[src/rtl/memory_port_arbiter_pkg.sv]
// Shared encodings for the memory port arbiter: FSM states and transaction owners.
package memory_port_arbiter_pkg;

    typedef enum logic [1:0] {
        ARB_STATE_IDLE      = 2'd0,
        ARB_STATE_ISSUE     = 2'd1,
        ARB_STATE_WAIT_RESP = 2'd2
    } arb_state_e;

    typedef enum logic {
        ARB_OWNER_FETCH = 1'b0,
        ARB_OWNER_DATA  = 1'b1
    } arb_owner_e;

endpackage

[src/rtl/memory_port_arbiter.sv]
// Shares one memory port between instruction fetch and load/store, one transaction in flight.
// Optional MEMORY_ARBITER_STARVATION_GUARD_EN lets a waiting fetch win after MAX_DATA_BURST data grants.
module memory_port_arbiter
    import memory_port_arbiter_pkg::*;
#(
    parameter int ADDR_WIDTH     = 32,
    parameter int DATA_WIDTH     = 32,
    parameter int MAX_DATA_BURST = 4
) (
    input  logic                    i_Clock,
    input  logic                    i_Reset_N,
    input  logic                    i_Flush,
    input  logic                    i_Fetch_Req,
    input  logic [ADDR_WIDTH-1:0]   i_Fetch_Addr,
    output logic                    o_Fetch_Grant,
    output logic                    o_Fetch_Valid,
    output logic [DATA_WIDTH-1:0]   o_Fetch_Data,
    input  logic                    i_Data_Req,
    input  logic                    i_Data_Write,
    input  logic [ADDR_WIDTH-1:0]   i_Data_Addr,
    input  logic [DATA_WIDTH-1:0]   i_Data_Wdata,
    input  logic [DATA_WIDTH/8-1:0] i_Data_Strobe,
    output logic                    o_Data_Grant,
    output logic                    o_Data_Valid,
    output logic [DATA_WIDTH-1:0]   o_Data_Rdata,
    output logic                    o_Stall,
    output logic                    o_Mem_Req,
    output logic                    o_Mem_Write,
    output logic [ADDR_WIDTH-1:0]   o_Mem_Addr,
    output logic [DATA_WIDTH-1:0]   o_Mem_Wdata,
    output logic [DATA_WIDTH/8-1:0] o_Mem_Strobe,
    input  logic                    i_Mem_Ready,
    input  logic                    i_Mem_Resp_Valid,
    input  logic [DATA_WIDTH-1:0]   i_Mem_Rdata
);

    localparam int STRB_WIDTH = DATA_WIDTH / 8;

    if (MAX_DATA_BURST < 1) begin : g_bad_burst
        $error("MAX_DATA_BURST must be at least 1");
    end

    arb_state_e              state, state_next;
    arb_owner_e              owner, owner_next;
    logic                    drop, drop_next;
    logic                    mem_write_q, mem_write_next;
    logic [ADDR_WIDTH-1:0]   mem_addr_q, mem_addr_next;
    logic [DATA_WIDTH-1:0]   mem_wdata_q, mem_wdata_next;
    logic [STRB_WIDTH-1:0]   mem_strobe_q, mem_strobe_next;
    logic                    fetch_valid_q, fetch_valid_next;
    logic                    data_valid_q, data_valid_next;
    logic [DATA_WIDTH-1:0]   fetch_data_q, fetch_data_next;
    logic [DATA_WIDTH-1:0]   data_rdata_q, data_rdata_next;
    logic                    fetch_grant, data_grant;
    logic                    guard_fetch;

`ifdef MEMORY_ARBITER_STARVATION_GUARD_EN
    localparam int BURST_W = $clog2(MAX_DATA_BURST + 1);
    logic [BURST_W-1:0] burst_cnt;

    always_ff @(posedge i_Clock or negedge i_Reset_N) begin
        if (!i_Reset_N) begin
            burst_cnt <= '0;
        end else if (fetch_grant) begin
            burst_cnt <= '0;
        end else if (data_grant && burst_cnt != BURST_W'(MAX_DATA_BURST)) begin
            burst_cnt <= burst_cnt + BURST_W'(1);
        end
    end

    assign guard_fetch = (burst_cnt == BURST_W'(MAX_DATA_BURST));
`else
    assign guard_fetch = 1'b0;
`endif

    always_comb begin
        // NOTE: every signal written here gets a default first, so no path can infer a latch.
        state_next       = state;
        owner_next       = owner;
        drop_next        = drop;
        mem_write_next   = mem_write_q;
        mem_addr_next    = mem_addr_q;
        mem_wdata_next   = mem_wdata_q;
        mem_strobe_next  = mem_strobe_q;
        fetch_valid_next = 1'b0;
        data_valid_next  = 1'b0;
        fetch_data_next  = fetch_data_q;
        data_rdata_next  = data_rdata_q;
        fetch_grant      = 1'b0;
        data_grant       = 1'b0;

        unique case (state)
            ARB_STATE_IDLE: begin
                drop_next = 1'b0;
                if (i_Fetch_Req && (!i_Data_Req || guard_fetch)) begin
                    owner_next      = ARB_OWNER_FETCH;
                    mem_write_next  = 1'b0;
                    mem_addr_next   = i_Fetch_Addr;
                    mem_wdata_next  = '0;
                    mem_strobe_next = '1;
                    state_next      = ARB_STATE_ISSUE;
                end else if (i_Data_Req) begin
                    owner_next      = ARB_OWNER_DATA;
                    mem_write_next  = i_Data_Write;
                    mem_addr_next   = i_Data_Addr;
                    mem_wdata_next  = i_Data_Wdata;
                    mem_strobe_next = i_Data_Strobe;
                    state_next      = ARB_STATE_ISSUE;
                end
            end
            ARB_STATE_ISSUE: begin
                if (i_Flush && owner == ARB_OWNER_FETCH) drop_next = 1'b1;
                if (i_Mem_Ready) begin
                    fetch_grant = (owner == ARB_OWNER_FETCH);
                    data_grant  = (owner == ARB_OWNER_DATA);
                    state_next  = ARB_STATE_WAIT_RESP;
                end
            end
            ARB_STATE_WAIT_RESP: begin
                if (i_Flush && owner == ARB_OWNER_FETCH) drop_next = 1'b1;
                if (i_Mem_Resp_Valid) begin
                    state_next = ARB_STATE_IDLE;
                    if (owner == ARB_OWNER_DATA) begin
                        data_valid_next = 1'b1;
                        data_rdata_next = i_Mem_Rdata;
                    end else if (!drop && !i_Flush) begin
                        // A flush landing with the response still kills the fetch.
                        fetch_valid_next = 1'b1;
                        fetch_data_next  = i_Mem_Rdata;
                    end
                end
            end
            default: state_next = ARB_STATE_IDLE;
        endcase
    end

    always_ff @(posedge i_Clock or negedge i_Reset_N) begin
        // NOTE: sequential state uses non-blocking assignments so all registers update together.
        if (!i_Reset_N) begin
            state         <= ARB_STATE_IDLE;
            owner         <= ARB_OWNER_FETCH;
            drop          <= 1'b0;
            mem_write_q   <= 1'b0;
            mem_addr_q    <= '0;
            mem_wdata_q   <= '0;
            mem_strobe_q  <= '0;
            fetch_valid_q <= 1'b0;
            data_valid_q  <= 1'b0;
            fetch_data_q  <= '0;
            data_rdata_q  <= '0;
        end else begin
            state         <= state_next;
            owner         <= owner_next;
            drop          <= drop_next;
            mem_write_q   <= mem_write_next;
            mem_addr_q    <= mem_addr_next;
            mem_wdata_q   <= mem_wdata_next;
            mem_strobe_q  <= mem_strobe_next;
            fetch_valid_q <= fetch_valid_next;
            data_valid_q  <= data_valid_next;
            fetch_data_q  <= fetch_data_next;
            data_rdata_q  <= data_rdata_next;
        end
    end

    assign o_Fetch_Grant = fetch_grant;
    assign o_Data_Grant  = data_grant;
    assign o_Fetch_Valid = fetch_valid_q;
    assign o_Fetch_Data  = fetch_data_q;
    assign o_Data_Valid  = data_valid_q;
    assign o_Data_Rdata  = data_rdata_q;
    assign o_Mem_Req     = (state == ARB_STATE_ISSUE);
    assign o_Mem_Write   = mem_write_q;
    assign o_Mem_Addr    = mem_addr_q;
    assign o_Mem_Wdata   = mem_wdata_q;
    assign o_Mem_Strobe  = mem_strobe_q;
    assign o_Stall       = (state == ARB_STATE_IDLE && i_Data_Req) ||
                           (owner == ARB_OWNER_DATA && state != ARB_STATE_IDLE);

endmodule

[config.mk]
export PLATFORM = sky130hd
export DESIGN_NAME = memory_port_arbiter
export DESIGN_NICKNAME = d
export VERILOG_FILES = /design/src/rtl/memory_port_arbiter_pkg.sv /design/src/rtl/memory_port_arbiter.sv
export SDC_FILE = /design/constraint.sdc
export NUM_CORES = 1
export LEC_CHECK = 0
export BUFFER_PORTS_ARGS = -buffer_cell sky130_fd_sc_hd__buf_2
export CORE_MARGIN = 2
export CORE_UTILIZATION = 40
export CTS_CLUSTER_SIZE = 12
export DETAILED_ROUTE_END_ITERATION = 8
export GPL_TIMING_DRIVEN = 0
export PLACE_DENSITY_LB_ADDON = 0.12
export SKIP_LAST_GASP = 1
export SYNTH_ARGS = -nofsm -noshare
export SYNTH_HDL_FRONTEND = slang
export SYNTH_SLANG_ARGS = --single-unit
[constraint.sdc]
create_clock -name i_Clock -period 1.96 [get_ports i_Clock]
set_input_delay 0.196 -clock i_Clock [delete_from_list [all_inputs] [get_ports i_Clock]]
set_output_delay 0.196 -clock i_Clock [all_outputs]
set_load 0.01 [all_outputs]
# --- Word level (Yosys, flattened, before mapping) ---
# Cells that the tools add are included.
totals:
  ff_bits: 139
  inputBits: 140
  output_inout_bits: 139
  word_cells: 65
classes:
  n_eq_ne: 6
  muxes: 28
  bitwise_logic: 1
  reduce_logical: 19
op_table:
  columns: ["cell", "n"]
  rows:
  - ["32-bit 2-to-1 mux", 4]
  - ["1-bit 2-to-1 mux", 16]
  - ["2-bit 2-to-1 mux", 4]
  - ["4-bit 2-to-1 mux", 2]
  - ["2-bit case mux with 3 select lines", 1]
  - ["3-bit AND reduction", 2]
  - ["2-bit nonzero test", 3]
  - ["1-bit logical AND", 5]
  - ["2-bit by 1-bit inequality test with 1-bit output, second input constant", 2]
  - ["2-bit AND reduction", 2]
  - ["4-bit AND reduction", 1]
  - ["1-bit logical NOT", 3]
  - ["3-bit inequality test, second input constant", 1]
  - ["2-bit by 1-bit equality test with 1-bit output, second input constant", 1]
  - ["2-bit equality test, second input constant", 1]
  - ["2-bit logical NOT", 1]
  - ["2-bit inequality test, second input constant", 1]
  - ["1-bit case mux with 2 select lines", 1]
  - ["2-bit OR reduction", 1]
  - ["1-bit logical OR", 1]
  - ["1-bit inverter", 1]

# --- Longest topological paths before layout ---
# Gate-level depths: netlist (run 1).
logic_depth:
  ltp_word: 6
  mapped_depth: 7
  depth_no_buf: 5

# --- Worst setup path after synthesis (run 1) ---
# Ideal clock, no wire load.
synth_timing:
  path_kind: "register to register"
  startpoint: "register state[0]"
  endpoint: "register fetch_data_q[10], in the netlist o_Fetch_Data[10]"
  setup_ns: 0.125
  arrival_time_ns: 1.526
  required_ns: 1.835
  slack_ns: 0.309
  path_stages_with_launch: 7
  path_buffers: 1
  period_less_slack_ns: 1.651
  cell_sequence: "dfrtp_1 > inv_1 > ha_1 > nand2_1 > nor4_4 > buf_6 > mux2_2"
synth_between:
  elab_chain_cells: 2
synth_rtl:
  columns: ["item", "line_no", "source"]
  rows:
  - ["start: declaration", "memory_port_arbiter.sv:43", "arb_state_e state, state_next;"]
  - ["start signal: assignment", "memory_port_arbiter.sv:152", "state <= state_next;"]
  - ["2-bit equality test", "memory_port_arbiter.sv:92", "unique case (state)"]
  - ["4-bit AND reduction (no source line)", null, null]
  - ["end signal: assignment", "memory_port_arbiter.sv:161", "fetch_data_q <= fetch_data_next;"]
  - ["end: declaration", "memory_port_arbiter.sv:52", "logic [DATA_WIDTH-1:0] fetch_data_q, fetch_data_next;"]
# No other way between the ends.
# A chain may end at the register's enable or synchronous reset.

# --- Worst setup path after layout (run 1) ---
layout_timing:
  startpoint: "register state[0]"
  endpoint: "register fetch_data_q[14], in the netlist o_Fetch_Data[14]"
# Same word-level chain as after synthesis.

==> impl_metrics.py, run 1 <==
metrics = {
    "timing": {
        "setup_violations": 0,
        "tightest_slew_ns": 0.632,
        "grt_setup_unrepaired": "no",
        "fin_skew_ns": 0.00615,
        "fmax_mhz": 538,
        "drv_slew": 0,
        "whs_ns": 0.0124,
        "period_share": 0.949,
        "timing.final.hold_violations": 0,
        "period_needed_ns": 1.86,
        "slew_headroom": 0.578,
    },
    "floorplanning": {
        "die_x_um": 121,
        "die_area_sq_mm": 0.0147,
        "core_area_sq_mm": 0.0133,
        "rows": 42,
        "die_h_um": 121,
        "initial_core_util": 0.413,
        "num_io_pins": 279,
    },
    "route": {
        "routedWlPerCell_um": 15.9,
        "via_count": 4355,
        "routed_wl_um": 14400,
        "antenna_left": 0,
        "drt_iter0_markers": 187,
        "drcViolationCount": 0,
        "via_per_inst": 4.79,
        "firstDrtPassIters": 4,
    },
    "hold_path": {
        "hold_path.class": "in2reg",
    },
    "critical_path": {
        "end_kind": "register",
        "path_cells": "inv_2 > ha_1 > nand2_1 > nor4_4 > buf_6 > buf_8 > mux2_2",
        "start_kind": "register",
        "cp_data_required_time_ns": 2.25,
        "critPathArrivalTime_ns": 2.15,
        "critPathMaxFanout": 10,
        "cpMaxStageDelayCell": "dfrtp_1",
        "path_class": "reg2reg",
        "cpPeakStageDelay_ns": 0.40,
    },
    "synth": {
        "synth.most_common_cell": "dfrtp_1",
        "synth_cell_types": 25,
        "syn_area_per_cell_sq_um": 14.1,
        "synth_top_area_cell": "dfrtp_1",
        "synthTopCellsByArea": "dfrtp_1 (63%), mux2_2 (13%), mux2i_1 (5.8%)",
        "yosysWarnings": 0,
        "synthFlopType": "dfrtp_1",
        "netlist.area_leader.share": 0.631,
        "syn_inst": 392,
        "synth_seq_cells": 139,
        "synth_commonest_cells": "dfrtp_1 (139), mux2_2 (64), nand2_1 (35), a22o_1 (33), o21ai_0 (33)",
        "synth_edf_count": 0,
        "synth_area_sq_mm": 0.00551,
        "syn_nets": 537,
        "yosysSeqAreaShare": 0.631,
        "synth-async-reset-ratio": 1.00,
    },
    "global_routing": {
        "grt_pass1_wl_um": 23100,
        "grt_overflow": 0,
        "track_usage": 0.204,
        "grt_pass1_vias": 4680,
        "grt_max_degree": 75,
        "antenna_found_initial": 2,
    },
    "finish": {
        "syn_to_final_growth_pct": 46.4,
        "fin_area_sq_mm": 0.00807,
        "final_core_util": 0.604,
        "fill_cells": 1106,
        "drive_gt1_frac": 0.536,
        "final_nets": 865,
    },
    "power_and_ir_drop": {
        "total_power_mw": 12.8,
        "vdd_drop_max_uv": 729,
        "powerDensity_mw_per_mm2": 1590,
        "p_leak_nw": 4.23,
    },
    "place": {
        "place_congestion": 0.792,
        "placed_area_sq_mm": 0.00716,
        "hpwl_um": 10900,
        "port_buffers": 278,
    },
    "cts": {
        "cts_root_buf": "clkbuf_16",
        "clkSlewWorstSetupHoldPaths_ns": 0.06,
        "cts_buffer_depth": 2,
        "cts_sinks": 139,
        "cts-buffers-inserted": 17,
        "cts_tree": "built",
        "clk-insertion-delay-late_ns": 0.41,
        "htree_levels": 4,
    },
    "flow_run": {
        "cap_violations": 0,
    },
    "status": {
        "status": "finished, final reports clean",
    },
}
-- per-stage QoR --
stage               TNS, ns  std cells  setup WS [ns]
floorplan                 0        392          0.309
global placement    -158.96        846          -1.15
detailed placement        0        847         0.0859
CTS                       0        908         0.0545
global route              0        910        0.00220
finish                    0        910         0.0997
-- what timing repair did --
action / 4_1_cts / 5_1_grt
buffers inserted: 0 / 1
resized for setup: 1 / 4
pin swaps: 0 / 1
hold buffers: 29 / 0
endpoints found under the hold margin: 93 / 0
setup endpoints to repair: 1 / 31
-- metal layers --
layer  wire length (um)  part of all wire  global-route usage
met2               6940              0.48               0.340
met1               5790              0.40               0.237
met3               1270             0.088              0.0714
met4                402             0.028              0.0905
met5                 17            0.0012                   0
-- layout make-up --
type,instances,area [sq um],share of cell area
tap,176,220,0.0273
buffer,24,156,0.0194
antenna,1,2.50,0.000310
timing repair buffer,309,1730,0.214
sequential,139,3480,0.431
clock inverter,7,113,0.0140
clock buffer,25,485,0.0602
multi-input combinational,222,1860,0.230
inverter,7,26.3,0.00326
-- layout by cell type (no fill, tap or decap), types with 6 or more instances in the layout --
cell type / n
mux2i_1: 32
clkbuf_1: 12
a22o_1: 33
nand2_1: 35
buf_6: 6
dlygate4sd3_1: 29
o21ai_0: 33
inv_1: 6
dfrtp_1: 139
mux2_2: 64
clkbuf_16: 17
buf_2: 288
-- cells by family (layout without fill, tap and decap cells) --
group	Yosys count	after routing	synth area share
compound gates	75	75	0.0956
fa+ha+maj	5	5	0.0114
buf+inv	31	372	0.0318
flops	139	139	0.631
mux	98	98	0.193
other cells	0	1	0
simple gates	44	44	0.0370
-- state kept, by name, indices dropped and copies added (netlist names) --
name	cells
owner	1
o_Fetch_Valid	1
o_Mem_Strobe	4
o_Fetch_Data	32
o_Mem_Wdata	32
drop	1
o_Data_Valid	1
state	2
o_Data_Rdata	32
o_Mem_Addr	32
o_Mem_Write	1
-- critical path: cells and delay by family (launching register included) --
kind	cells	cell delay [ns]
AND/OR/NAND/NOR	2	0.42
multiplexers	1	0.34
flip-flops	1	0.40
adder cells (fa/ha/maj)	1	0.16
buffers and inverters	3	0.41
-- final timing paths --
path | endpoint | startpoint | slack (ns) | depth (start not counted)
worst max-delay path | o_Fetch_Data[14]$_DFFE_PN0P_ | state[0]$_DFFE_PN0P_ | 0.1 | 7
worst min-delay path | o_Mem_Wdata[29]$_DFFE_PN0P_ | i_Data_Wdata[29] | 0.01 | 2
worst max register to register | o_Fetch_Data[14]$_DFFE_PN0P_ | state[0]$_DFFE_PN0P_ | 0.1 | 7
worst min register to register | o_Mem_Addr[26]$_DFFE_PN0P_ | o_Mem_Addr[26]$_DFFE_PN0P_ | 0.48 | 2
max in group asynchronous | o_Mem_Write$_DFFE_PN0P_ | i_Reset_N | 0.85 | 3
min in group asynchronous | o_Fetch_Data[7]$_DFFE_PN0P_ | i_Reset_N | 0.35 | 2
-- power by group --
group	leakage, nW	total, mW	switching [mW]	internal, mW
registers	1.74	4.94	0.715	4.23
logic	2.20	4.62	2.41	2.21
clock network	0.291	3.23	1.13	2.10
total	4.23	12.8	4.25	8.53
Note: power is estimated with default switching activity, not from simulation.
==> run 2: changes to the inputs <==
--- a/config.mk
+++ b/config.mk
@@ -6,6 +6,7 @@
 export NUM_CORES = 1
 export LEC_CHECK = 0
 export BUFFER_PORTS_ARGS = -buffer_cell sky130_fd_sc_hd__buf_2
+export CORE_ASPECT_RATIO = 1.2
 export CORE_MARGIN = 2
 export CORE_UTILIZATION = 40
 export CTS_CLUSTER_SIZE = 12
==> run 2 against run 1 <==
Design area is 0.87% lower. Hold slack better by 0.0055 ns. Via count shrank 0.14%. Routed wire length is 0.21% higher. Die area about the same. Flip-flop and latch count stayed put. Worst setup slack got worse by 0.019 ns. Maximum frequency fell by 0.99%. Critical path depth unchanged. Count of clock-buffer cells in the layout down 6. Critical path type unchanged.
==> impl_metrics.py, run 2 (synthesis results as in run 1) <==
metrics = {
    "critical_path": {
        "cp_data_required_time_ns": 2.26,
        "reg2reg_depth": 7,
        "path_cells": "inv_2 > ha_1 > nand2_1 > nor4_4 > buf_4 > buf_6 > mux2_2",
        "path_class": "reg2reg",
        "ff2ff_setup_slack_ns": 0.08,
        "start_kind": "register",
        "critPathArrivalTime_ns": 2.17,
        "cpPeakStageDelay_ns": 0.40,
        "reg2reg_to": "o_Fetch_Data[18]$_DFFE_PN0P_",
        "reg2reg_from": "state[0]$_DFFE_PN0P_",
        "critPathMaxFanout": 10,
        "end_kind": "register",
        "cpMaxStageDelayCell": "dfrtp_1",
    },
    "hold_path": {
        "min_from": "i_Data_Wdata[24]",
        "hold_path.class": "in2reg",
        "whs_path_depth": 2,
        "hold_end": "o_Mem_Wdata[24]$_DFFE_PN0P_",
    },
    "cts": {
        "htree_levels": 4,
        "cts_buffer_depth": 2,
        "cts-buffers-inserted": 17,
        "cts_sinks": 139,
        "cts_root_buf": "clkbuf_16",
        "clk-insertion-delay-late_ns": 0.41,
        "cts_tree": "built",
        "clkSlewWorstSetupHoldPaths_ns": 0.06,
    },
    "finish": {
        "layout_common_cells": "buf_2 (288), dfrtp_1 (139), mux2_2 (64)",
        "drive_gt1_frac": 0.546,
        "final_nets": 859,
        "final_common_cell": "buf_2",
        "syn_to_final_growth_pct": 45.1,
        "antenna_cells": 0,
        "final_core_util": 0.586,
    },
    "timing": {
        "timing.final.hold_violations": 0,
        "drv_slew": 0,
        "grt_setup_unrepaired": "no",
        "slew_headroom": 0.487,
        "fin_skew_ns": 0.00739,
        "period_needed_ns": 1.88,
        "tightest_slew_ns": 0.769,
        "fmax_mhz": 532,
        "period_share": 0.959,
        "setup_violations": 0,
    },
    "route": {
        "drcViolationCount": 0,
        "drt_iter0_markers": 113,
        "routedWlPerCell_um": 16.1,
        "via_per_inst": 4.84,
        "routed_wl_um": 14500,
        "via_count": 4349,
        "firstDrtPassIters": 5,
        "antenna_left": 0,
    },
    "power_and_ir_drop": {
        "total_power_mw": 12.8,
        "p_leak_nw": 4.20,
        "vdd_drop_max_uv": 806,
        "powerDensity_mw_per_mm2": 1600,
    },
    "floorplanning": {
        "initial_core_util": 0.404,
        "die_x_um": 111,
        "num_io_pins": 279,
        "die_area_sq_mm": 0.0147,
        "core_area_sq_mm": 0.0136,
        "die_h_um": 133,
        "rows": 47,
    },
    "place": {
        "place_congestion": 0.792,
        "hpwl_um": 10900,
        "port_buffers": 278,
    },
    "global_routing": {
        "grt_pass1_wl_um": 23500,
        "grt_pass1_vias": 4671,
        "track_usage": 0.199,
        "grt_max_degree": 84,
        "antenna_found_initial": 0,
        "grt_overflow": 0,
    },
    "flow_run": {
        "cap_violations": 0,
    },
    "status": {
        "status": "finished, final reports clean",
    },
}
run 2: cell count changes in the layout (fill, tap and decap cells not counted), moves of 2 or more:
cell and change:
dlygate4sd3_1 -6, inv_6 +6, clkbuf_1 -4, clkinv_2 -3
buf_8 -2, clkbuf_8 -2, clkinvlp_4 +2
run 2: report_power, final:
part	total [mW]	internal, mW	switching, mW
combinational	4.65	2.22	2.43
sequential	4.93	4.23	0.705
clock	3.23	1.94	1.29
run 2: how the worst max path moves through the flow:
stage	startpoint	end	slack, ns	depth (start not counted)
floorplan	state[0]$_DFFE_PN0P_	o_Fetch_Data[10]$_DFFE_PN0P_	0.31	6
global placement	i_Reset_N	o_Mem_Addr[7]$_DFFE_PN0P_	-1.12	1
detailed placement	state[0]$_DFFE_PN0P_	o_Fetch_Data[18]$_DFFE_PN0P_	0.09	6
CTS	state[0]$_DFFE_PN0P_	o_Stall	0.04	5
global route	state[1]$_DFFE_PN0P_	o_Stall	0.002	5
finish	state[0]$_DFFE_PN0P_	o_Fetch_Data[18]$_DFFE_PN0P_	0.08	7
run 2: worst max-delay path: cells and delay by family (launching register included):
kind	cells	cell delay [ns]
multiplexers	1	0.35
buffers and inverters	3	0.47
adder cells (fa/ha/maj)	1	0.19
flip-flops	1	0.40
AND/OR/NAND/NOR	2	0.36
run 2: layout make-up:
cell class,instances,area [sq um]
clock inverter,13,155
fill,1142,5650
tap,171,214
inverter,7,26.3
buffer,24,149
multi-input combinational,222,1870
timing repair buffer,303,1660
sequential,139,3480
clock buffer,19,443
run 2: what timing repair did:
action	in CTS	in global routing
endpoints found under the setup margin	1	31
hold buffers	23	0
resized for setup	1	2
endpoints found under the hold margin	104	0
pin swaps	0	1
buffers inserted	0	1
run 2: layer usage:
metal,GRT usage,wire length [um],vias to the layer above
met5,0,0,-
met1,0.233,5750,2104
met2,0.346,7410,184
met3,0.0609,1030,17
met4,0.0775,269,0
li1,-,-,2044
run 2: metrics by stage:
step                TNS, ns  instance area [sq um]  setup WS (ns)  std cells  hold slack [ns]
detailed placement        0                   7150         0.0868        842            0.310
finish                    0                   8000         0.0812        898           0.0179
CTS                       0                   7980         0.0430        897         0.000309
floorplan                 0                   5510          0.309        392          -0.0996
global route              0                   8000        0.00232        898         0.000699
global placement    -154.41                   7120          -1.12        841            0.420
==> run 3: changes to the inputs <==
--- a/config.mk
+++ b/config.mk
@@ -6,9 +6,11 @@
 export NUM_CORES = 1
 export LEC_CHECK = 0
 export BUFFER_PORTS_ARGS = -buffer_cell sky130_fd_sc_hd__buf_2
+export CELL_PAD_IN_SITES_DETAIL_PLACEMENT = 0
+export CELL_PAD_IN_SITES_GLOBAL_PLACEMENT = 1
 export CORE_ASPECT_RATIO = 1.2
 export CORE_MARGIN = 2
-export CORE_UTILIZATION = 40
+export CORE_UTILIZATION = 35
 export CTS_CLUSTER_SIZE = 12
 export DETAILED_ROUTE_END_ITERATION = 8
 export GPL_TIMING_DRIVEN = 0
==> run 3 against run 2 <==
Clock power is 5% higher. Register-to-register slack improved by 0.02 ns. Critical endpoint unchanged. Die area is 14% higher. Hold slack is essentially flat. Critical path type unchanged. Design area up 1.2%. Non-clock buffer count grew 2. Flip-flop and latch count is the same. Via count down 0.87%.
==> impl_metrics.py, run 3 (synthesis results as in run 1) <==
metrics = {
    "route": {
        "drt_iter0_markers": 232,
        "via_per_inst": 4.60,
        "wl_met3_um": 1000,
        "routed-wl-met2_um": 7650,
        "firstDrtPassIters": 4,
        "drt-met1-wl_um": 5860,
        "routed_wl_um": 14900,
        "via_count": 4311,
        "drcViolationCount": 0,
        "routed.top_layer": "met5",
        "antenna_left": 0,
        "routedWlPerCell_um": 15.9,
    },
    "floorplanning": {
        "initial_core_util": 0.355,
        "core_area_sq_mm": 0.0155,
        "num_io_pins": 279,
        "rows": 50,
        "die_x_um": 119,
        "die_h_um": 141,
        "die_area_sq_mm": 0.0168,
    },
    "finish": {
        "fin_area_sq_mm": 0.00809,
        "final_core_util": 0.522,
        "final_common_cell": "buf_2",
        "final_nets": 861,
        "antenna_cells": 0,
        "syn_to_final_growth_pct": 46.9,
        "layout_common_cells": "buf_2 (288), dfrtp_1 (139), mux2_2 (64)",
        "fin_cells": 937,
        "drive_gt1_frac": 0.547,
    },
    "timing": {
        "layout_setup_ws_ns": 0.0999,
        "fin_tns_setup_ns": 0,
        "period_needed_ns": 1.86,
        "drv_slew": 0,
        "whs_ns": 0.0177,
        "fmax_mhz": 538,
        "setup_violations": 0,
        "timing.final.hold_violations": 0,
        "tightest_slew_ns": 0.581,
        "slew_headroom": 0.613,
        "grt_setup_unrepaired": "yes",
        "fin_skew_ns": 0.00763,
        "period_share": 0.949,
    },
    "cts": {
        "cts_buffer_depth": 2,
        "cts-buffers-inserted": 17,
        "cts_tree": "built",
        "cts_sinks": 139,
        "clk-insertion-delay-late_ns": 0.41,
        "htree_levels": 4,
        "cts_root_buf": "clkbuf_16",
        "clkSlewWorstSetupHoldPaths_ns": 0.06,
    },
    "flow_run": {
        "cap_violations": 0,
    },
    "critical_path": {
        "reg2reg_depth": 7,
        "start_kind": "register",
        "cp_data_required_time_ns": 2.25,
        "crit_top_cell": "buf_6",
        "critPathArrivalTime_ns": 2.15,
        "path_class": "reg2reg",
        "end_kind": "register",
        "cpPeakStageDelay_ns": 0.40,
        "cpMaxStageDelayCell": "dfrtp_1",
        "path_cells": "inv_2 > ha_2 > nand2_1 > nor4_4 > buf_6 > buf_6 > mux2_2",
        "critPathMaxFanout": 10,
    },
    "global_routing": {
        "track_usage": 0.180,
        "grt_pass1_vias": 4501,
        "grt_max_degree": 81,
        "grt_pass1_wl_um": 23400,
        "grt_overflow": 0,
        "antenna_found_initial": 1,
    },
    "status": {
        "status": "finished, final reports clean",
    },
    "place": {
        "port_buffers": 278,
        "placed_area_sq_mm": 0.00720,
        "dp.cells": 879,
        "hpwl_um": 11200,
        "post-place-ws_ns": 0.0891,
        "place_congestion": 0.743,
    },
    "power_and_ir_drop": {
        "p_leak_nw": 4.22,
        "total_power_mw": 13.0,
        "powerDensity_mw_per_mm2": 1600,
        "vdd_drop_max_uv": 664,
    },
    "hold_path": {
        "whs_path_depth": 2,
        "hold_path.class": "in2reg",
    },
}
run 3: worst max-delay path, delay by kind of cell (launching register included):
family / cells / cell delay, ns
buffers and inverters: 3 / 0.41
adder cells (fa/ha/maj): 1 / 0.20
multiplexers: 1 / 0.35
AND/OR/NAND/NOR: 2 / 0.38
flip-flops: 1 / 0.40
run 3: repair_timing:
item,4_1_cts,5_1_grt
pin swaps,0,1
hold buffers,24,0
endpoints found under the hold margin,82,0
resized for setup,1,5
endpoints found under the setup margin,1,31
setup buffers,0,2
run 3: path summary, 6_finish.rpt:
check                                           start  slack [ns]                            to
setup reg to reg                 state[0]$_DFFE_PN0P_         0.1  o_Fetch_Data[18]$_DFFE_PN0P_
hold reg to reg            o_Mem_Addr[26]$_DFFE_PN0P_        0.47    o_Mem_Addr[26]$_DFFE_PN0P_
hold / removal                        i_Data_Wdata[4]        0.02    o_Mem_Wdata[4]$_DFFE_PN0P_
max in group asynchronous                   i_Reset_N        0.83   o_Mem_Strobe[0]$_DFFE_PN0P_
min in group asynchronous                   i_Reset_N        0.32  o_Data_Rdata[17]$_DFFE_PN0P_
setup / recovery                 state[0]$_DFFE_PN0P_         0.1  o_Fetch_Data[18]$_DFFE_PN0P_
run 3: cell type report:
type                       instances  area (sq um)
sequential                       139          3480
clock buffer                      18           429
clock inverter                    14           195
timing repair buffer             305          1680
inverter                           7          26.3
tap                              208           260
fill                            1443          7420
multi-input combinational        222          1870
buffer                            24           149
run 3: per-layer routing:
layer,track usage,vias to the layer above
met2,0.308,173
met1,0.209,2068
met4,0.0746,2
met5,0,-
li1,-,2042
met3,0.0603,26
run 3: power breakdown:
| group | switching [mW] | leakage, nW | internal, mW |
|---|---|---|---|
| combinational | 2.45 | 2.19 | 2.24 |
| clock | 1.24 | 0.298 | 2.14 |
| sequential | 0.689 | 1.74 | 4.23 |
